**src/rtl/pp_pipeline_accel_fifo_to_axis_pkg.sv**
```systemverilog
// rtl/pp_pipeline_accel_fifo_to_axis_pkg.sv - shared types for the FIFO-to-AXI-Stream frame drainer
package pp_pipeline_accel_fifo_to_axis_pkg;

  typedef enum logic [1:0] {
    ST_IDLE  = 2'd0,
    ST_RUN   = 2'd1,
    ST_DRAIN = 2'd2
  } state_t;

  // Buffer entries are stored as {tuser, tlast, data}; the flags form the upper bits.
  typedef struct packed {
    logic tuser;
    logic tlast;
  } beat_flags_t;

  localparam int BUF_DEPTH  = 2;
  localparam int FLAG_WIDTH = $bits(beat_flags_t);

endpackage

```
**src/rtl/pp_pipeline_accel_axis_skid2.sv**
```systemverilog
// rtl/pp_pipeline_accel_axis_skid2.sv - two-entry register FIFO holding outgoing stream beats
module pp_pipeline_accel_axis_skid2
  import pp_pipeline_accel_fifo_to_axis_pkg::*;
#(
  parameter int WIDTH = 18
) (
  input  logic             clk,
  input  logic             reset,
  input  logic             push,
  input  logic [WIDTH-1:0] push_data,
  input  logic             pop,
  output logic [WIDTH-1:0] head_data,
  output logic [1:0]       count
);

  localparam logic [1:0] FULL = 2'(BUF_DEPTH);

  logic [WIDTH-1:0] entry0;
  logic [WIDTH-1:0] entry1;
  logic             do_pop;
  logic             do_push;

  assign do_pop    = pop && (count != 2'd0);
  assign do_push   = push && ((count != FULL) || do_pop);
  assign head_data = entry0;

  always_ff @(posedge clk) begin
    if (reset) begin
      entry0 <= '0;
      entry1 <= '0;
      count  <= 2'd0;
    end else begin
      case ({do_push, do_pop})
        2'b11: begin
          if (count == 2'd1) begin
            entry0 <= push_data;
          end else begin
            entry0 <= entry1;
            entry1 <= push_data;
          end
        end
        2'b10: begin
          if (count == 2'd0) entry0 <= push_data;
          else               entry1 <= push_data;
          count <= count + 2'd1;
        end
        2'b01: begin
          entry0 <= entry1;
          count  <= count - 2'd1;
        end
        default: ;
      endcase
    end
  end

endmodule

```
**src/rtl/pp_pipeline_accel_fifo_to_axis.sv**
```systemverilog
// rtl/pp_pipeline_accel_fifo_to_axis.sv - drains one frame from an ap_fifo read port onto an AXI4-Stream master
module pp_pipeline_accel_fifo_to_axis
  import pp_pipeline_accel_fifo_to_axis_pkg::*;
#(
  parameter int DATA_WIDTH = 16,
  parameter int DIM_WIDTH  = 12
) (
  input  logic                  clk,
  input  logic                  reset,
  input  logic                  start,
  input  logic [DIM_WIDTH-1:0]  img_rows,
  input  logic [DIM_WIDTH-1:0]  img_cols,
  output logic                  busy,
  output logic                  done,
  input  logic                  if_empty_n,
  output logic                  if_read_ce,
  output logic                  if_read,
  input  logic [DATA_WIDTH-1:0] if_dout,
  output logic [DATA_WIDTH-1:0] m_axis_tdata,
  output logic                  m_axis_tvalid,
  input  logic                  m_axis_tready,
  output logic                  m_axis_tlast,
  output logic                  m_axis_tuser
);

  localparam int ENTRY_WIDTH = DATA_WIDTH + FLAG_WIDTH;
  localparam logic [DIM_WIDTH-1:0] ONE = DIM_WIDTH'(1);

  state_t                 state;
  logic [DIM_WIDTH-1:0]   rows;
  logic [DIM_WIDTH-1:0]   cols;
  logic [DIM_WIDTH-1:0]   rd_row;
  logic [DIM_WIDTH-1:0]   rd_col;
  logic [1:0]             buf_count;
  logic [ENTRY_WIDTH-1:0] push_entry;
  logic [ENTRY_WIDTH-1:0] head_entry;
  beat_flags_t            push_flags;
  beat_flags_t            head_flags;
  logic                   col_last;
  logic                   row_last;
  logic                   handshake;

  assign if_read_ce = 1'b1;
  // Read decision depends only on registered occupancy, never on tready.
  assign if_read    = (state == ST_RUN) && if_empty_n && (buf_count < 2'(BUF_DEPTH));

  assign col_last         = (rd_col == cols - ONE);
  assign row_last         = (rd_row == rows - ONE);
  assign push_flags.tuser = (rd_row == '0) && (rd_col == '0);
  assign push_flags.tlast = col_last;
  assign push_entry       = {push_flags, if_dout};

  assign handshake     = m_axis_tvalid && m_axis_tready;
  assign head_flags    = beat_flags_t'(head_entry[ENTRY_WIDTH-1:DATA_WIDTH]);
  assign m_axis_tdata  = head_entry[DATA_WIDTH-1:0];
  assign m_axis_tlast  = head_flags.tlast;
  assign m_axis_tuser  = head_flags.tuser;
  assign m_axis_tvalid = (buf_count != 2'd0);

  pp_pipeline_accel_axis_skid2 #(
    .WIDTH (ENTRY_WIDTH)
  ) u_skid (
    .clk       (clk),
    .reset     (reset),
    .push      (if_read),
    .push_data (push_entry),
    .pop       (handshake),
    .head_data (head_entry),
    .count     (buf_count)
  );

  always_ff @(posedge clk) begin
    if (reset) begin
      state  <= ST_IDLE;
      rows   <= '0;
      cols   <= '0;
      rd_row <= '0;
      rd_col <= '0;
      busy   <= 1'b0;
      done   <= 1'b0;
    end else begin
      done <= 1'b0;
      case (state)
        ST_IDLE: begin
          if (start) begin
            if ((img_rows != '0) && (img_cols != '0)) begin
              rows   <= img_rows;
              cols   <= img_cols;
              rd_row <= '0;
              rd_col <= '0;
              busy   <= 1'b1;
              state  <= ST_RUN;
            end else begin
              done <= 1'b1;
            end
          end
        end
        ST_RUN: begin
          if (if_read) begin
            if (col_last) begin
              rd_col <= '0;
              rd_row <= rd_row + ONE;
              if (row_last) state <= ST_DRAIN;
            end else begin
              rd_col <= rd_col + ONE;
            end
          end
        end
        ST_DRAIN: begin
          // Finish as soon as the final beat leaves the buffer.
          if ((buf_count == 2'd0) || ((buf_count == 2'd1) && handshake)) begin
            done  <= 1'b1;
            busy  <= 1'b0;
            state <= ST_IDLE;
          end
        end
        default: state <= ST_IDLE;
      endcase
    end
  end

endmodule

```
**config.mk**
```make
export PLATFORM = sky130hd
export DESIGN_NAME = pp_pipeline_accel_fifo_to_axis
export DESIGN_NICKNAME = d
export VERILOG_FILES = /design/src/rtl/pp_pipeline_accel_fifo_to_axis_pkg.sv /design/src/rtl/pp_pipeline_accel_axis_skid2.sv /design/src/rtl/pp_pipeline_accel_fifo_to_axis.sv
export SDC_FILE = /design/constraint.sdc
export NUM_CORES = 1
export LEC_CHECK = 0
export ABC_AREA = 1
export BUFFER_PORTS_ARGS = -buffer_cell sky130_fd_sc_hd__buf_2
export CAP_MARGIN = 10
export CORE_ASPECT_RATIO = 1.75
export CORE_MARGIN = 10
export CORE_UTILIZATION = 40
export CTS_CLUSTER_SIZE = 8
export DETAILED_ROUTE_END_ITERATION = 7
export PLACE_DENSITY = 0.55
export SYNTH_ARGS = -nofsm -noshare
export SYNTH_HDL_FRONTEND = slang
export SYNTH_HIERARCHICAL = 1
export SYNTH_SLANG_ARGS = --single-unit
export TNS_END_PERCENT = 50
```
**constraint.sdc**
```tcl
create_clock -name clk -period 2 [get_ports clk]
set_input_delay 0.6 -clock clk [delete_from_list [all_inputs] [get_ports clk]]
set_output_delay 0.6 -clock clk [all_outputs]
set_load 0.01 [all_outputs]
```
==> After elaboration in Yosys (flattened, before gate mapping) <==
Index checks and enable logic that the tools add are counted.
{ "word_totals": {"regBits": 90, "output_inout_bits": 23} }
{ "op_classes": {"n_eq_ne": 18, "reduce_logical": 29, "add_sub_neg": 6, "n_mux": 30, "magnitude_cmp": 1} }
{ "op_table": {"columns": ["op", "count"], "rows": [
  ["2-to-1 mux 12 bit", 6],
  ["2-to-1 mux 18 bit", 4],
  ["case mux 18 bit (3 select lines)", 1],
  ["case mux 12 bit (2 select lines)", 2],
  ["case mux 18 bit (2 select lines)", 1],
  ["adder 12 x 1 -> 12 bit (second input constant)", 2],
  ["== test 12 bit", 2],
  ["logical NOT 12 bit", 2],
  ["nonzero test 12 bit", 2],
  ["subtractor 12 x 1 -> 12 bit (second input constant)", 2],
  ["!= test 2 bit (second input constant)", 9],
  ["2-to-1 mux 2 bit", 6],
  ["nonzero test 2 bit", 5],
  ["logical AND 1 bit", 8],
  ["AND reduction 4 bit", 2],
  ["== test 2 x 1 -> 1 bit (second input constant)", 3],
  ["== test 2 bit (second input constant)", 3],
  ["2-to-1 mux 1 bit", 6],
  ["case mux 2 bit (3 select lines)", 1],
  ["AND reduction 3 bit", 2],
  ["AND reduction 6 bit", 1],
  ["AND reduction 5 bit", 1],
  ["logical NOT 2 bit", 2],
  ["case mux 1 bit (2 select lines)", 2],
  ["8 further kinds", 9]
]} }

==> Longest topological paths before layout <==
Gate-level depths: netlist (run 1).
{ "logic_depth": {"word_depth": 8, "mapped_depth": 18, "ltp_nobuf": 18} }

==> Cells and area by module <==
The synthesis (run 1) kept the hierarchy.
{ "modules_own_cells": {"columns": ["module", "n_inst", "cells_each", "area_each_um2"], "rows": [
  ["pp_pipeline_accel_fifo_to_axis", 1, 532, 3353.2],
  ["pp_pipeline_accel_axis_skid2", 1, 342, 2205.9]
]} }

==> Worst setup path before layout (run 1) <==
Ideal clock, no wire load.
{ "synth_path": {"path_kind": "input-to-reg", "startpoint": "input if_empty_n", "endpoint": "register u_skid.entry1[10]", "cell_stages": 8, "required_ns": 1.885, "setup_ns": 0.115, "arrival_time_ns": 1.758, "slack_ns": 0.127, "cell_sequence": "nand2_1 > nor2_1 > inv_1 > nor2_1 > nand3_2 > buf_2 > a21oi_1 > nor2_1"} }
{ "synth_via": {"elab_chain_cells": 6, "word_cells_on_any_way": 10, "classes_between": "eq/ne (4); mux (1); reduce/logical (5)"} }
{ "synth_rtl": {"columns": ["item", "line_no", "rtl"], "rows": [
  ["start, declared", "pp_pipeline_accel_fifo_to_axis.sv:15", "input logic if_empty_n,"],
  ["logical AND 1 bit (*) (2 in a row)", "pp_pipeline_accel_fifo_to_axis.sv:45", "assign if_read = (state == ST_RUN) && if_empty_n && (buf_count < 2'(BUF_DEPTH));"],
  ["named net if_read", "pp_pipeline_accel_fifo_to_axis.sv:17", "output logic if_read,"],
  ["logical AND 1 bit (*)", "pp_pipeline_accel_axis_skid2.sv:24", "assign do_push = push && ((count != FULL) || do_pop);"],
  ["== test 2 bit", "pp_pipeline_accel_axis_skid2.sv:33", "case ({do_push, do_pop})"],
  ["!= test 2 bit (no source line) / nonzero test 2 bit (equally long branches)", null, null],
  ["AND reduction 3 bit (no source line)", null, null],
  ["end signal, assigned", "pp_pipeline_accel_axis_skid2.sv:39", "entry1 <= push_data;"],
  ["end signal, assigned", "pp_pipeline_accel_axis_skid2.sv:44", "else entry1 <= push_data;"],
  ["end, declared", "pp_pipeline_accel_axis_skid2.sv:19", "logic [WIDTH-1:0] entry1;"]
]} }
Mark *: on every way through the listed nets, which the timed path passes. The rest lies on a longest branch.
A chain may end at the register's enable or synchronous reset.

==> Worst setup path in the final report (run 1) <==
{ "layout_path": {"startpoint": "register cols[1]", "endpoint": "register rd_row[0]"} }
{ "layout_via": {"elab_chain_cells": 4} }
{ "layout_rtl": {"columns": ["item", "line_no", "rtl"], "rows": [
  ["start, declared", "pp_pipeline_accel_fifo_to_axis.sv:31", "logic [DIM_WIDTH-1:0] cols;"],
  ["start signal, assigned", "pp_pipeline_accel_fifo_to_axis.sv:88", "cols <= img_cols;"],
  ["subtractor 12 x 1 -> 12 bit", "pp_pipeline_accel_fifo_to_axis.sv:47", "assign col_last = (rd_col == cols - ONE);"],
  ["== test 12 bit", "pp_pipeline_accel_fifo_to_axis.sv:47", null],
  ["!= test 2 bit (no source line)", null, null],
  ["AND reduction 5 bit (no source line)", null, null],
  ["end signal, assigned", "pp_pipeline_accel_fifo_to_axis.sv:102", "rd_row <= rd_row + ONE;"],
  ["end, declared", "pp_pipeline_accel_fifo_to_axis.sv:32", "logic [DIM_WIDTH-1:0] rd_row;"]
]} }
Every way passes these cells.

==> results of run 1 <==
## final cells by class
cell class | count | area share, %
clock inverter | 5 | 0.564
sequential | 90 | 26.2
timing repair buffer | 129 | 13.3
tap | 177 | 3.22
inverter | 92 | 5.09
multi-input combinational | 654 | 48.0
clock buffer | 11 | 3.53
## flip-flops by register name (all words and copies together) (netlist names)
name              cells
u_skid/entry1        18
u_skid/head_data     18
cols                 12
rd_col               12
rd_row               12
rows                 12
state                 2
u_skid/count          2
busy                  1
done                  1
## path summary, 6_finish.rpt
check,start,endpoint,depth (start not counted)
max,cols[1],rd_row[0],13
min,rows[11],rows[11],2
max reg2reg,cols[1],rd_row[0],13
min reg2reg,rows[11],rows[11],2
## power by group through the flow
stage               sequential, mW  combinational (mW)  clock [mW]
global placement              1.99                1.00           0
detailed placement            1.99                1.01           0
CTS                           1.95                1.05        1.68
floorplan                     2.00               0.630           0
finish                        1.95                1.07        1.62
global route                  1.96                1.21        1.75
## stage by stage
step,area (sq um),TNS [ns],setup WS (ns)
global placement,6380,-11.01,-0.241
global route,6880,-3.92,-0.185
finish,6880,-0.0256,-0.0144
detailed placement,6380,-12.23,-0.290
floorplan,5560,0,0.127
CTS,6740,-0.857,-0.0649
## synth_stat cells, types with 7 or more instances
library cell / count
xor2_1: 20
nor4_1: 10
nand3_1: 100
ha_1: 9
a21oi_1: 61
o21a_1: 18
buf_6: 7
o21ai_0: 52
nor2_1: 145
nor3_1: 16
dfxtp_1: 90
clkbuf_1: 15
inv_1: 88
buf_2: 10
nand2_1: 189
## cell families (layout without fill, tap and decap cells)
logic type	after synthesis	after routing	share of synthesized area, %
AND/OR/NAND/NOR	487	487	38.0
AO/OA/AOI/OAI	132	132	12.8
buffers and inverters	130	237	10.6
flip-flops	90	90	32.4
XOR/XNOR	25	25	4.19
adder cells (fa/ha/maj)	9	9	2.03
other	1	1	0.0675
## per-layer routing
layer / GRT usage [%] / share of wire [%] / vias to the layer above
li1: - / - / 3012
met1: 17.0 / 41 / 2558
met2: 30.4 / 54 / 81
met3: 2.67 / 3.3 / 18
met4: 5.52 / 2.1 / 0
met5: 0 / 0 / -
## critical path, stage by stage (launching register included)
cell	delay, ns
dfxtp_2	0.32
inv_2	0.07
ha_4	0.14
inv_1	0.05
buf_4	0.13
o21ai_0	0.16
nand2_1	0.09
xnor2_1	0.25
nand3_4	0.17
nand2_8	0.12
nand2_8	0.09
buf_12	0.16
o21ai_4	0.10
nor2_1	0.04
## placed cells by master, fill, tap and decap left out, types with 20 or more instances in the layout
master	instances
a21oi_1	55
buf_2	66
buf_4	53
dfxtp_1	88
inv_1	85
nand2_1	181
nand3_1	100
nor2_1	141
o21ai_0	50
xor2_1	20
## what timing repair did
item                                    in CTS  in global routing
gates resized for setup                     16                 30
endpoints found under the setup margin      25                 38
setup buffers                                1                  0
endpoints found under the hold margin        0                  0
pin swaps                                    8                  7
gates cloned                                 1                  1
==> flow_summary.yaml, run 1 <==
routing:
  wl_per_cell_um: 13.1
  ant_nets: 0
  firstDrtPassIters: 4
  vias: 5669
  drc: 0
  via_per_inst: 4.90
  first_iter_violations: 216
  wl_um: 15200
die:
  die_h_um: 176
  num_rows: 57
  fp.dieArea_sq_mm: 0.0192
  fp.dieW_um: 109
  core-area_sq_mm: 0.0138
  io_pins: 68
  initial_utilization_pct: 40.4
clocking:
  cts_hold_repair.buffers: 0
  cts_tree: "yes"
  clock-sinks: 90
  root_buffer: "clkbuf_16"
  clk_pin_slew_worst_paths_ns: 0.07
  htree_levels: 3
  cts_buffer_depth: 2
  cts-buffers-inserted: 9
  clk-insertion-delay-late_ns: 0.34
finish:
  area_delta_synth_final_pct: 23.8
  multiInputGateArea_sq_mm: 0.00331
  fill_cells: 1493
  fin_cells: 1158
  final_layout_size_suffix_gt1_share_pct: 19.6
  fin_nets: 1030
  final-seq-area_sq_mm: 0.00180
  n_antenna_cell: 0
  finish.utilization_pct: 50.0
power_and_ir_drop:
  p_leak_nw: 3.11
  peakVddDrop_mv: 0.487
  finalPower_mw: 4.65
  swShare_pct: 30.7
  power-per-cell-area_mw_per_mm2: 676
  combPwrFrac_pct: 23.1
  intPower_mw: 3.22
  pwr-share-seq_pct: 42.0
  power_switching_mw: 1.43
  pwr-share-clk_pct: 34.9
sta:
  finalSetupViolations: 2
  whs_ns: 0.457
  layout_min_cycle_time_ns: 2.01
  setup_ws_ns: -0.0144
  rsz0062_at_grt: "yes"
  slew_violations: 0
  final_hold_viol_count: 0
  fin_crit_sh_pct: 101
  skew_ns: 0.0107
  clock.fmax_mhz: 496
setup_path:
  cp-end-kind: "flop"
  path_max_fanout: 6
  start_kind: "flop"
  cp.required_ns: 2.23
  crit_arrival_ns: 2.25
  critical_path_class: "reg -> reg"
  r2r_setup_slack_ns: -0.01
synthesis:
  yosysWarnings: 6
  synth_nets: 928
  synth_seq_cells: 90
  synthCells: 874
  async_reset_ff_share_pct: 0
  synth_seq_area_share_pct: 32.4
  synth.distinct_cells: 32
  ys_top_cells_by_area: "dfxtp_1 32%, nand2_1 13%, nor2_1 9.8%, nand3_1 9.0%, inv_1 5.9%"
  syn_avg_cell_area_sq_um: 6.36
  synth_edf_count: 0
  synthFlopType: "dfxtp_1"
  syn_area_sq_mm: 0.00556
  synth_top_cell_by_area: "dfxtp_1"
  synth_top_area_share_pct: 32.4
grt:
  grt_overflow: 0
  grt.total_usage_pct: 16.0
  grt_pass1_vias: 5476
  antenna_found_initial: 0
  grt_max_degree: 51
  grt_first_pass_wirelength_um: 25400
place:
  post-place-cells: 1139
  portBuffers: 66
  gp_congestion: 0.804
  dpl.hpwl_um: 11700
outcome:
  status: "finished, violations left"
  violations: "setup timing"
worst_hold_path:
  min_path_type: "reg -> reg"
run:
  drv_cap: 0
(Power assumes the default switching activity.)
==> run 2, diff against run 1 <==
ABC_AREA = 0   (was 1)
PLACE_DENSITY = 0.56   (was 0.55)
SLEW_MARGIN = 40   (was unset)
SYNTH_HIERARCHICAL = unset   (was 1)
==> flow_summary.yaml, run 2 <==
synthesis:
  synth.distinct_cells: 48
  ys_top_cells_by_area: "dfxtp_1 39%, mux2i_1 9.0%, nor2_1 4.9%, xor2_1 4.5%, a21oi_1 4.3%"
  yosysMostFrequentCell: "dfxtp_1"
  yosys.area_share.simple_pct: 24.0
  synth_seq_cells: 90
  synth_top_cell_by_area: "dfxtp_1"
  synthAdderAreaFrac_pct: 2.42
  synth_nets: 604
  synth-compound-area-share_pct: 13.6
  synth_common_cells: "90 x dfxtp_1, 61 x nor2_1, 52 x nand2_1, 42 x mux2i_1, 40 x a21oi_1"
  yosys.area_share.xor_xnor_pct: 7.90
  syn_area_sq_mm: 0.00466
  synth.area.mux_share_pct: 9.03
  synth_top_area_share_pct: 38.7
  synthCells: 550
  async_reset_ff_share_pct: 0
  syn_avg_cell_area_sq_um: 8.46
  synth_top_family_by_area: "simple AND/OR/NAND/NOR gates"
  synth_seq_area_share_pct: 38.7
  yosysWarnings: 0
  synthFlopType: "dfxtp_1"
  synth_edf_count: 0
sta:
  whs_ns: 0.452
  setup_ws_ns: -0.527
  skew_ns: 0.00777
  rsz0062_at_grt: "yes"
  final_hold_viol_count: 0
  slew_violations: 0
  fin_crit_sh_pct: 126
  worst_slew_pin_slew_ns: 0.543
  clock.fmax_mhz: 396
  finalSetupViolations: 28
  max-slew-margin-rel_pct: 63.7
  layout_min_cycle_time_ns: 2.53
outcome:
  status: "finished, violations left"
  violations: "setup timing"
clocking:
  cts_buffer_depth: 2
  clk_pin_slew_worst_paths_ns: 0.07
  cts_tree: "yes"
  clk-insertion-delay-late_ns: 0.34
  clock-sinks: 90
  cts-buffers-inserted: 9
  htree_levels: 3
  root_buffer: "clkbuf_16"
setup_path:
  cp-end-kind: "flop"
  crit_arrival_ns: 2.81
  cp.required_ns: 2.28
  path_max_fanout: 8
  r2r_cells: 10
  critical_path_class: "reg -> reg"
  start_kind: "flop"
finish:
  final_layout_size_suffix_gt1_share_pct: 38.3
  area_delta_synth_final_pct: 44.3
  final_cell_area_sq_mm: 0.00672
  fill_cells: 1065
  final_cell_mix: "99 x buf_4, 82 x dfxtp_1, 66 x buf_2"
  n_antenna_cell: 0
  fin_nets: 761
  fin_cells: 847
  finish.utilization_pct: 58.3
  mostFrequentLayoutCell: "buf_4"
grt:
  grt.total_usage_pct: 17.1
  antenna_found_initial: 0
  grt_pass1_vias: 4753
  grt_first_pass_wirelength_um: 22600
  grt_max_degree: 43
  grt_overflow: 0
place:
  post-place-cells: 813
  dpl.hpwl_um: 10500
  gp_congestion: 0.860
  portBuffers: 66
  placedInstanceArea_sq_mm: 0.00589
worst_hold_path:
  min_path_type: "reg -> reg"
  worstHoldPathCells: 2
routing:
  firstDrtPassIters: 4
  drc: 0
  wl_um: 14200
  wl_per_cell_um: 16.7
  ant_nets: 0
  via_per_inst: 5.39
  first_iter_violations: 179
  vias: 4568
die:
  num_rows: 52
  fp.dieW_um: 102
  fp.dieArea_sq_mm: 0.0165
  io_pins: 68
  die_h_um: 163
  initial_utilization_pct: 40.4
  core-area_sq_mm: 0.0115
run:
  drv_cap: 0
power_and_ir_drop:
  peakVddDrop_mv: 0.726
  power-per-cell-area_mw_per_mm2: 910
  p_leak_nw: 2.74
[run 2: timing repair]
item                       CTS  global route
pin swaps                    6            18
hold buffers                 0             0
setup buffers                7            10
setup endpoints to repair   54            71
gates cloned                 0             1
resized for setup           35            48
[run 2: per-stage QoR]
step | setup WS (ns) | TNS, ns | power [mW]
after floorplan | -0.219 | -2.72 | 3.41
after detailed placement | -0.525 | -21.72 | 4.18
final | -0.527 | -11.41 | 6.12
after global placement | -0.501 | -19.96 | 4.13
after CTS | -0.445 | -8.59 | 6.07
after global routing | -0.617 | -14.50 | 6.48
[run 2: metal layers]
metal | global-route usage [%] | vias to the layer above | wire length, um
met5 | 0 | - | 0
met4 | 8.50 | 0 | 430
met3 | 2.97 | 24 | 452
met2 | 32.9 | 92 | 8230
met1 | 16.6 | 2160 | 5060
li1 | - | 2292 | -
[run 2: cell families (layout without fill, tap and decap cells)]
kind of cell / after synthesis / count (layout)
compound gates: 99 / 99
xor+xnor: 42 / 42
fa+ha+maj: 9 / 9
buf+inv: 47 / 209
flops: 90 / 90
mux: 42 / 42
other cells: 1 / 1
simple gates: 220 / 220
[run 2: final cells by class]
class | count | area (sq um) | share of cell area (%)
multi-input combinational | 413 | 3090 | 46.0
inverter | 15 | 56.3 | 0.838
tap | 135 | 169 | 2.51
timing repair buffer | 178 | 1270 | 18.9
clock buffer | 10 | 239 | 3.56
sequential | 90 | 1820 | 27.1
clock inverter | 6 | 72.6 | 1.08
[run 2: worst paths after layout]
kind / start / end / slack, ns
worst max-delay path: cols[3] / rd_row[8] / -0.53
worst min-delay path: u_skid.entry1[9] / u_skid.entry1[9] / 0.45
worst max register to register: cols[3] / rd_row[8] / -0.53
worst min register to register: u_skid.entry1[9] / u_skid.entry1[9] / 0.45
[run 2: worst max-delay path, stage by stage, from the launching register on]
cell and delay, ns:
dfxtp_4 0.38, or2_4 0.28, nor4_4 0.28, o2111ai_2 0.13
nor4_2 0.26, buf_4 0.17, a31oi_4 0.11, buf_12 0.17
buf_8 0.12, or4_4 0.41, a21oi_2 0.14
[run 2: power breakdown]
group | switching [mW] | leakage [nW] | total (mW) | internal, mW
Clock | 0.758 | 0.155 | 1.78 | 1.02
Combinational | 1.14 | 1.85 | 2.18 | 1.04
Sequential | 0.152 | 0.737 | 2.16 | 2.01
Total | 2.05 | 2.74 | 6.12 | 4.07
==> run 3, diff against run 2 <==
CORE_MARGIN = 5   (was 10)
SYNTH_HIERARCHICAL = 1   (was unset)
==> flow_summary.yaml, run 3 <==
setup_path:
  cp-end-kind: "flop"
  path_max_fanout: 23
  crit_arrival_ns: 2.81
  crit_start: "cols[1]"
  critical_path_class: "reg -> reg"
  cp.required_ns: 2.27
  start_kind: "flop"
  timing.rr.start: "cols[1]"
routing:
  first_iter_violations: 183
  firstDrtPassIters: 4
  via_per_inst: 5.31
  ant_nets: 0
  vias: 4970
  wl_um: 14700
  wl_per_cell_um: 15.7
  drc: 0
clocking:
  cts_tree: "yes"
  cts-buffers-inserted: 9
  root_buffer: "clkbuf_16"
  htree_levels: 3
  clock-sinks: 90
  clk_pin_slew_worst_paths_ns: 0.07
  clk-insertion-delay-late_ns: 0.34
  cts_buffer_depth: 2
place:
  dpl.hpwl_um: 11100
  gp_congestion: 0.841
  portBuffers: 66
sta:
  layout_min_cycle_time_ns: 2.54
  slew_violations: 0
  skew_ns: 0.00997
  setup_tns_ns: -12.99
  clock.fmax_mhz: 394
  max-slew-margin-rel_pct: 63.3
  finalSetupViolations: 29
  final_hold_viol_count: 0
  fin_crit_sh_pct: 127
  worst_slew_pin_slew_ns: 0.546
  setup_ws_ns: -0.536
  rsz0062_at_grt: "yes"
grt:
  grt_overflow: 0
  grt_first_pass_wirelength_um: 24200
  grt_pass1_vias: 5112
  grt.total_usage_pct: 19.7
  grt_max_degree: 64
  antenna_found_initial: 0
power_and_ir_drop:
  power_switching_mw: 1.41
  pwr-share-clk_pct: 36.5
  power-per-cell-area_mw_per_mm2: 703
  finalPower_mw: 4.98
  swShare_pct: 28.3
  combPwrFrac_pct: 24.4
  p_leak_nw: 3.11
  intPower_mw: 3.57
  pwr-share-seq_pct: 39.0
  peakVddDrop_mv: 0.527
synthesis:
  async_reset_ff_share_pct: 0
  yosys.area_share.simple_pct: 23.9
  ys_top_cells_by_area: "dfxtp_1 35%, mux2i_1 8.3%, nor2_1 5.9%, mux2_2 4.1%, xor2_1 3.4%"
  synth-compound-area-share_pct: 14.7
  synth_seq_cells: 90
  synth.distinct_cells: 59
  synth_top_area_share_pct: 34.7
  synth_top_cell_by_area: "dfxtp_1"
  synth.area.mux_share_pct: 12.7
  syn_area_sq_mm: 0.00520
  yosysWarnings: 6
  synth_edf_count: 0
  synth_seq_area_share_pct: 34.7
  yosysMostFrequentCell: "dfxtp_1"
  synthFlopType: "dfxtp_1"
  synth_common_cells: "90 x dfxtp_1, 82 x nor2_1, 43 x mux2i_1, 38 x nand2_1, 27 x nor2b_1"
  yosys.area_share.xor_xnor_pct: 6.57
  syn_avg_cell_area_sq_um: 8.65
  synth_top_family_by_area: "simple AND/OR/NAND/NOR gates"
  synthAdderAreaFrac_pct: 2.17
  synthCells: 601
  synth_nets: 655
worst_hold_path:
  min-delay-start: "u_skid/head_data[11]"
  min_path_type: "reg -> reg"
die:
  fp.dieW_um: 96.2
  io_pins: 68
  num_rows: 55
  die_h_um: 161
  core-area_sq_mm: 0.0129
  initial_utilization_pct: 40.4
  fp.dieArea_sq_mm: 0.0155
finish:
  final_cell_mix: "113 x buf_4, 88 x dfxtp_1, 74 x nor2_1"
  fin_nets: 815
  final_layout_size_suffix_gt1_share_pct: 37.3
  mostFrequentLayoutCell: "buf_4"
  area_delta_synth_final_pct: 36.3
  n_antenna_cell: 0
outcome:
  violations: "setup timing"
  status: "finished, violations left"
run:
  drv_cap: 0
-- run 3: cell count changes after synthesis, moves of 9 or more --
cell,delta
nor2_1,+21
nand2_1,-14
o22ai_1,+19
nor3_1,-12
a211oi_2,+9
a21oi_1,-22
mux2_2,+19
nor2b_1,+24
or3_1,+9
-- run 3: area by class of cell --
cell class                      instances  area, sq um
Inverter                               17         63.8
Timing Repair Buffer                  187         1310
Fill cell                            1237         5790
Clock buffer                            9          225
Clock inverter                          6         90.1
Sequential cell                        90         1800
Tap cell                              171          214
Multi-Input combinational cell        456         3370
-- run 3: per-layer routing --
layer | GRT usage (%) | wire (um)
met1 | 22.1 | 5840
met2 | 35.4 | 7920
met3 | 4.12 | 502
met4 | 7.19 | 456
met5 | 0 | 0
-- run 3: critical path: stages (launching register included) --
cell and delay (ns):
dfxtp_2 0.33, inv_2 0.06, ha_4 0.12, or4b_4 0.49, or2_4 0.30, o31ai_4 0.29, a31oi_2 0.15, buf_12 0.18
or4_1 0.42, a21oi_2 0.12
-- run 3: cells by family (layout without fill, tap and decap cells) --
family                   after synthesis  after routing
multiplexers                          63             63
XOR/XNOR                              39             39
other                                  1              1
AO/OA/AOI/OAI                        104            104
flip-flops                            90             90
AND/OR/NAND/NOR                      240            240
buffers and inverters                 55            219
adder cells (fa/ha/maj)                9              9
-- run 3: timing repair --
item                       4_1_cts  5_1_grt
gates resized for setup         19       30
pin swaps                       10        4
buffers inserted                 0        3
setup endpoints to repair       54       57
hold buffers                     0        0
-- run 3: worst paths after layout --
| check | endpoint | slack (ns) | depth (start not counted) |
|---|---|---|---|
| min reg2reg | u_skid/head_data[11] | 0.50 | 2 |
| max | rd_row[3] | -0.54 | 9 |
| min | u_skid/head_data[11] | 0.50 | 2 |
| max reg2reg | rd_row[3] | -0.54 | 9 |
-- run 3: through the flow --
stage | instance area [sq um] | worst slack [ns] | std cells | hold slack [ns] | utilization (%)
2_1_floorplan | 5250 | -0.399 | 601 | 0.470 | -
3_3_place_gp | 6520 | -0.543 | 918 | 0.485 | 50.7
3_5_place_dp | 6520 | -0.623 | 918 | 0.491 | 50.7
4_1_cts | 6930 | -0.529 | 933 | 0.501 | 53.8
5_1_grt | 7080 | -0.648 | 936 | 0.519 | 55.0
6_report | 7080 | -0.536 | 936 | 0.503 | 55.0
-- run 3: power groups by stage --
stage	Combinational, mW	Clock [mW]	Sequential (mW)
after detailed placement	1.15	0	1.98
after global placement	1.12	0	1.98
after CTS	1.19	1.87	1.94
after global routing	1.33	1.94	1.95
after floorplan	0.676	0	2.01
final	1.22	1.82	1.94
